**src/rtl/alu_exec_unit.sv**
```systemverilog
// Integer/branch/JALR execution stage: computes one op per cycle and queues the
// result in a small in-order buffer that drains onto the CDB under a grant.
module alu_exec_unit #(
  parameter int DEPTH = 2,
  parameter int ROB_W = 4,
  parameter int OP_W  = 6
) (
  input  logic             clk,
  input  logic             rst,
  input  logic             rdy,
  input  logic             flush,
  input  logic             in_valid,
  input  logic [OP_W-1:0]  in_op,
  input  logic [31:0]      in_a,
  input  logic [31:0]      in_b,
  input  logic [ROB_W-1:0] in_rob,
  output logic             in_ready,
  output logic             out_valid,
  output logic [ROB_W-1:0] out_rob,
  output logic [31:0]      out_val,
  output logic             out_br,
  output logic             out_taken,
  output logic             out_illegal,
  input  logic             cdb_grant
);

  localparam int PTR_W = (DEPTH > 1) ? $clog2(DEPTH) : 1;
  localparam int CNT_W = PTR_W + 1;
  localparam logic [CNT_W-1:0] FULL = CNT_W'(DEPTH);

  localparam logic [OP_W-1:0] OP_ADD  = OP_W'(1);
  localparam logic [OP_W-1:0] OP_SUB  = OP_W'(2);
  localparam logic [OP_W-1:0] OP_SLL  = OP_W'(3);
  localparam logic [OP_W-1:0] OP_SLT  = OP_W'(4);
  localparam logic [OP_W-1:0] OP_SLTU = OP_W'(5);
  localparam logic [OP_W-1:0] OP_XOR  = OP_W'(6);
  localparam logic [OP_W-1:0] OP_SRL  = OP_W'(7);
  localparam logic [OP_W-1:0] OP_SRA  = OP_W'(8);
  localparam logic [OP_W-1:0] OP_OR   = OP_W'(9);
  localparam logic [OP_W-1:0] OP_AND  = OP_W'(10);
  localparam logic [OP_W-1:0] OP_BEQ  = OP_W'(11);
  localparam logic [OP_W-1:0] OP_BNE  = OP_W'(12);
  localparam logic [OP_W-1:0] OP_BLT  = OP_W'(13);
  localparam logic [OP_W-1:0] OP_BGE  = OP_W'(14);
  localparam logic [OP_W-1:0] OP_BLTU = OP_W'(15);
  localparam logic [OP_W-1:0] OP_BGEU = OP_W'(16);
  localparam logic [OP_W-1:0] OP_JALR = OP_W'(17);

  logic [31:0] res_val;
  logic        res_br;
  logic        res_taken;
  logic        res_ill;
  logic [4:0]  sh;
  logic [31:0] sum;
  logic        lt_s;
  logic        lt_u;

  assign sh   = in_b[4:0];
  assign sum  = in_a + in_b;
  assign lt_s = $signed(in_a) < $signed(in_b);
  assign lt_u = in_a < in_b;

  always_comb begin
    res_val   = '0;
    res_br    = 1'b0;
    res_taken = 1'b0;
    res_ill   = 1'b0;
    case (in_op)
      OP_ADD:  res_val = sum;
      OP_SUB:  res_val = in_a - in_b;
      OP_SLL:  res_val = in_a << sh;
      OP_SLT:  res_val = {31'b0, lt_s};
      OP_SLTU: res_val = {31'b0, lt_u};
      OP_XOR:  res_val = in_a ^ in_b;
      OP_SRL:  res_val = in_a >> sh;
      OP_SRA:  res_val = $unsigned($signed(in_a) >>> sh);
      OP_OR:   res_val = in_a | in_b;
      OP_AND:  res_val = in_a & in_b;
      OP_BEQ:  begin res_br = 1'b1; res_taken = (in_a == in_b); end
      OP_BNE:  begin res_br = 1'b1; res_taken = (in_a != in_b); end
      OP_BLT:  begin res_br = 1'b1; res_taken = lt_s;  end
      OP_BGE:  begin res_br = 1'b1; res_taken = !lt_s; end
      OP_BLTU: begin res_br = 1'b1; res_taken = lt_u;  end
      OP_BGEU: begin res_br = 1'b1; res_taken = !lt_u; end
      OP_JALR: res_val = {sum[31:1], 1'b0};
      default: res_ill = 1'b1;
    endcase
  end

  // Handshake: an op transfers on an edge where in_valid & in_ready (rdy=1,
  // flush=0); the head transfers where out_valid & cdb_grant (rdy=1, flush=0).
  // in_ready depends only on buffer occupancy, never on in_valid.
  logic [ROB_W-1:0] rob_mem   [DEPTH];
  logic [31:0]      val_mem   [DEPTH];
  logic             br_mem    [DEPTH];
  logic             taken_mem [DEPTH];
  logic             ill_mem   [DEPTH];
  logic [PTR_W-1:0] head;
  logic [PTR_W-1:0] tail;
  logic [CNT_W-1:0] count;
  logic             push;
  logic             pop;

  assign in_ready  = (count != FULL);
  assign out_valid = (count != '0);
  assign push = in_valid & in_ready & rdy & !flush;
  assign pop  = out_valid & cdb_grant & rdy & !flush;

  always_ff @(posedge clk) begin
    if (rst) begin
      count <= '0;
      head  <= '0;
      tail  <= '0;
    end else if (rdy) begin
      if (flush) begin
        count <= '0;
        head  <= '0;
        tail  <= '0;
      end else begin
        if (push) tail <= tail + PTR_W'(1);
        if (pop)  head <= head + PTR_W'(1);
        case ({push, pop})
          2'b10:   count <= count + CNT_W'(1);
          2'b01:   count <= count - CNT_W'(1);
          default: count <= count;
        endcase
      end
    end
  end

  // Payload storage needs no reset: an entry is only visible while counted.
  always_ff @(posedge clk) begin
    if (!rst && push) begin
      rob_mem[tail]   <= in_rob;
      val_mem[tail]   <= res_val;
      br_mem[tail]    <= res_br;
      taken_mem[tail] <= res_taken;
      ill_mem[tail]   <= res_ill;
    end
  end

  always_comb begin
    out_rob     = '0;
    out_val     = '0;
    out_br      = 1'b0;
    out_taken   = 1'b0;
    out_illegal = 1'b0;
    if (out_valid) begin
      out_rob     = rob_mem[head];
      out_val     = val_mem[head];
      out_br      = br_mem[head];
      out_taken   = taken_mem[head];
      out_illegal = ill_mem[head];
    end
  end

endmodule
```
**config.mk**
```make
export PLATFORM = sky130hd
export DESIGN_NAME = alu_exec_unit
export DESIGN_NICKNAME = d
export VERILOG_FILES = /design/src/rtl/alu_exec_unit.sv
export SDC_FILE = /design/constraint.sdc
export NUM_CORES = 1
export LEC_CHECK = 0
export ABC_AREA = 1
export BUFFER_PORTS_ARGS = -buffer_cell sky130_fd_sc_hd__buf_2
export CORE_MARGIN = 1.5
export CORE_UTILIZATION = 55
export CTS_CLUSTER_SIZE = 20
export DETAILED_ROUTE_END_ITERATION = 6
export HOLD_SLACK_MARGIN = 0.02
export PLACE_DENSITY = 0.75
export RECOVER_POWER = 100
export SYNTH_ARGS = -nofsm -noshare
export SYNTH_HDL_FRONTEND = slang
export SYNTH_SLANG_ARGS = --single-unit
```
**constraint.sdc**
```tcl
create_clock -name clk -period 8.2 [get_ports clk]
set_input_delay 0.82 -clock clk [delete_from_list [all_inputs] [get_ports clk]]
set_output_delay 0.82 -clock clk [all_outputs]
set_load 0.05 [all_outputs]
```
==> impl_metrics.env <==
export IMPL_final_setup_viol_count=0
export IMPL_placementRows=57
export IMPL_timing_rr_start="count[0]"
export IMPL_netlist_area_um2=13500
export IMPL_num_vias=16900
export IMPL_ys_ff_latch=83
export IMPL_grt_start_max_net_pins=72
export IMPL_postCtsSetupRepairBufs=0
export IMPL_antenna_found_initial=0
export IMPL_io_pins=121
export IMPL_antenna_left=0
export IMPL_power_leakage_nw=7.29
export IMPL_max_cap_viol_count=4
export IMPL_first_global_vias=14800
export IMPL_critPathArrivalTime_ns=5.51
export IMPL_synth_nets=2550
export IMPL_holdBufCountCts=0
export IMPL_outcome="finished with violations"
export IMPL_max_freq_mhz=184
export IMPL_dp_hpwl_um=45400
export IMPL_die_area_um2=25500
export IMPL_yosysTopAreaCellShare_pct=21.8
export IMPL_root_buffer="clkbuf_16"
export IMPL_rsz0062_at_grt="false"
export IMPL_synth_yosys_seq_area_share_pct=18.1
export IMPL_worst_ep_required_time_ns=8.28
export IMPL_routed_wl_um=57900
export IMPL_gr_total_overflow=0
export IMPL_r2r_cells=7
export IMPL_clock_tree_buffer_depth=2
export IMPL_syn2layout_area_growth_pct=5.34
export IMPL_drc=0
export IMPL_ir_drop_mv=0.118
export IMPL_first_pass_iters=7
export IMPL_cts_buffers=9
export IMPL_grt_util_all_layers_pct=44.6
export IMPL_slew_violations=168
export IMPL_clock_sinks=83
export IMPL_clk_pin_slew_ns=0.08
export IMPL_worstSkewPairLatency_ns=0.35
export IMPL_via_per_inst=6.19
export IMPL_synth_edf_count=78
export IMPL_final_period_utilization_pct=66.2
export IMPL_critPathKind="in2reg"
export IMPL_avgSynthCellArea_um2=5.69
export IMPL_synthTopCellsByArea="nand2_1, edfxtp_1, nand3_1"
export IMPL_wl_per_cell_um=21.2
export IMPL_die_h_um=160
export IMPL_yosysMostFrequentCell="nand2_1"
export IMPL_slew_headroom_pct=-72.0
export IMPL_end_kind="flop"
export IMPL_core_area_um2=24200
export IMPL_fin_util_pct=58.8
export IMPL_worst_slew_pin_slew_ns=2.58
export IMPL_layoutNonFillerInstCount=2732
export IMPL_critPathMaxFanout=67
export IMPL_synthTopCellsByCount="nand2_1, nand3_1, inv_1"
export IMPL_finalHoldViolCount=0
export IMPL_cts_resized_gates=0
export IMPL_r2r_slack_ns=4.82
export IMPL_htreeDepth=3
export IMPL_worstSetupStartpointType="primary input"
export IMPL_power_density_nw_per_um2=113
export IMPL_async_flop_share_pct=0
export IMPL_first_iter_violations=2734
export IMPL_cts_tree="built"
export IMPL_setup_ws_ns=2.77
export IMPL_dp_cells=2716
export IMPL_fin_crit_ns=5.43
export IMPL_drive_gt1_share_pct=6.52
export IMPL_grt_pass1_wl_um=87000
export IMPL_ys_types=48
export IMPL_tns_ns=0
export IMPL_min_from="head"
export IMPL_place_ws_ns=4.04
export IMPL_n_antenna_cell=0
export IMPL_syn_inst=2370
export IMPL_port_buffers=120
export IMPL_finClkSkew_ns=0.0104
export IMPL_regToRegEndpoint="val_mem[0][25]"
export IMPL_nets=2583
export IMPL_violations="max-capacitance violations, max-slew violations"
export IMPL_die_w_um=160
export IMPL_hold_depth=2
export IMPL_synth_top_area_cell="nand2_1"
export IMPL_min_path_type="reg2reg"
export IMPL_yosysWarnings=0
export IMPL_start_util_pct=55.8
export IMPL_place_congestion=1.12
export IMPL_synth_flop_cell="edfxtp_1"
export IMPL_power_mw=1.60
-- cell families after synthesis --
kind of cell	Yosys count	share of synthesized area, %
DFF	83	18.1
and+or+nand+nor	1524	49.0
AOI/OAI and AO/OA	255	10.6
adders and majority gates	100	9.38
buffers and inverters	405	12.7
xor gates and xnor gates	3	0.195
-- metrics by stage --
| step | instance area (µm²) | hold slack [ns] |
|---|---|---|
| 5_1_grt | 14200 | 0.529 |
| 2_1_floorplan | 13500 | 0.442 |
| 3_3_place_gp | 14000 | 0.474 |
| 4_1_cts | 14300 | 0.486 |
| 6_report | 14200 | 0.483 |
| 3_5_place_dp | 14000 | 0.477 |
-- worst max path at each step --
stage / startpoint / to / slack [ns] / depth (start not counted)
floorplan: count[0] / br_mem[1] / 2.95 / 4
detailed placement: in_b[2] / val_mem[1][28] / 4.04 / 16
finish: in_b[2] / val_mem[1][28] / 2.77 / 16
CTS: in_b[2] / val_mem[1][28] / 4.41 / 16
global placement: in_b[2] / val_mem[0][20] / 4.10 / 16
global route: in_b[2] / val_mem[1][28] / 2.48 / 16
-- layer usage --
layer / global-route usage [%] / routed length (µm) / vias up / share of wire, %
li1: - / - / 7788 / -
met1: 61.4 / 22900 / 7559 / 39
met2: 65.5 / 23300 / 1360 / 40
met3: 9.61 / 8150 / 199 / 14
met4: 23.4 / 3570 / 0 / 6.2
met5: 0 / 0 / - / 0
-- cell usage in the layout, fill, tap and decap left out, types with 13 or more instances in the layout --
cell type,count
inv_1,280
ha_1,98
buf_2,76
nand4_1,23
a21oi_1,115
nor3_1,21
o211ai_1,23
o22ai_1,16
nand3_1,437
inv_2,13
nand2_1,785
o21ai_0,67
edfxtp_1,78
nor2_1,194
clkbuf_1,48
and2_1,17
-- critical path: stages --
cell and delay [ns]:
buf_2 0.09, buf_4 0.34, inv_1 0.59, clkbuf_1 1.64, ha_1 0.59, inv_1 0.14, nand2_1 0.08, nand2_1 0.08
and2_0 0.28, nand3_1 0.11, nand3_1 0.27, nand2_1 0.12, nand3_1 0.10, nand2_1 0.05, nand3_1 0.08, nand3_1 0.11
-- sequential cells by signal, indices dropped and copies added, names as in the netlist, named ones only --
signal     flops
head           1
tail           1
rob_mem        8
ill_mem        2
val_mem       64
count          2
taken_mem      2
br_mem         2
-- where the power goes --
group / switching (mW) / total, mW / leakage (nW) / internal, mW
Sequential: 0.00139 / 0.470 / 0.838 / 0.468
Combinational: 0.541 / 0.725 / 6.31 / 0.184
Clock: 0.197 / 0.410 / 0.139 / 0.214
Total: 0.739 / 1.60 / 7.29 / 0.866
-- final cells by class --
cell class                 count  area (µm²)
tap                          324         405
fill                        2504        9960
multi-input combinational   1882        9340
inverter                     295        1110
sequential                    83        2440
clock inverter                 7        71.3
clock buffer                   9         225
timing repair buffer         132         621
Power figures use the tool's default switching activity.
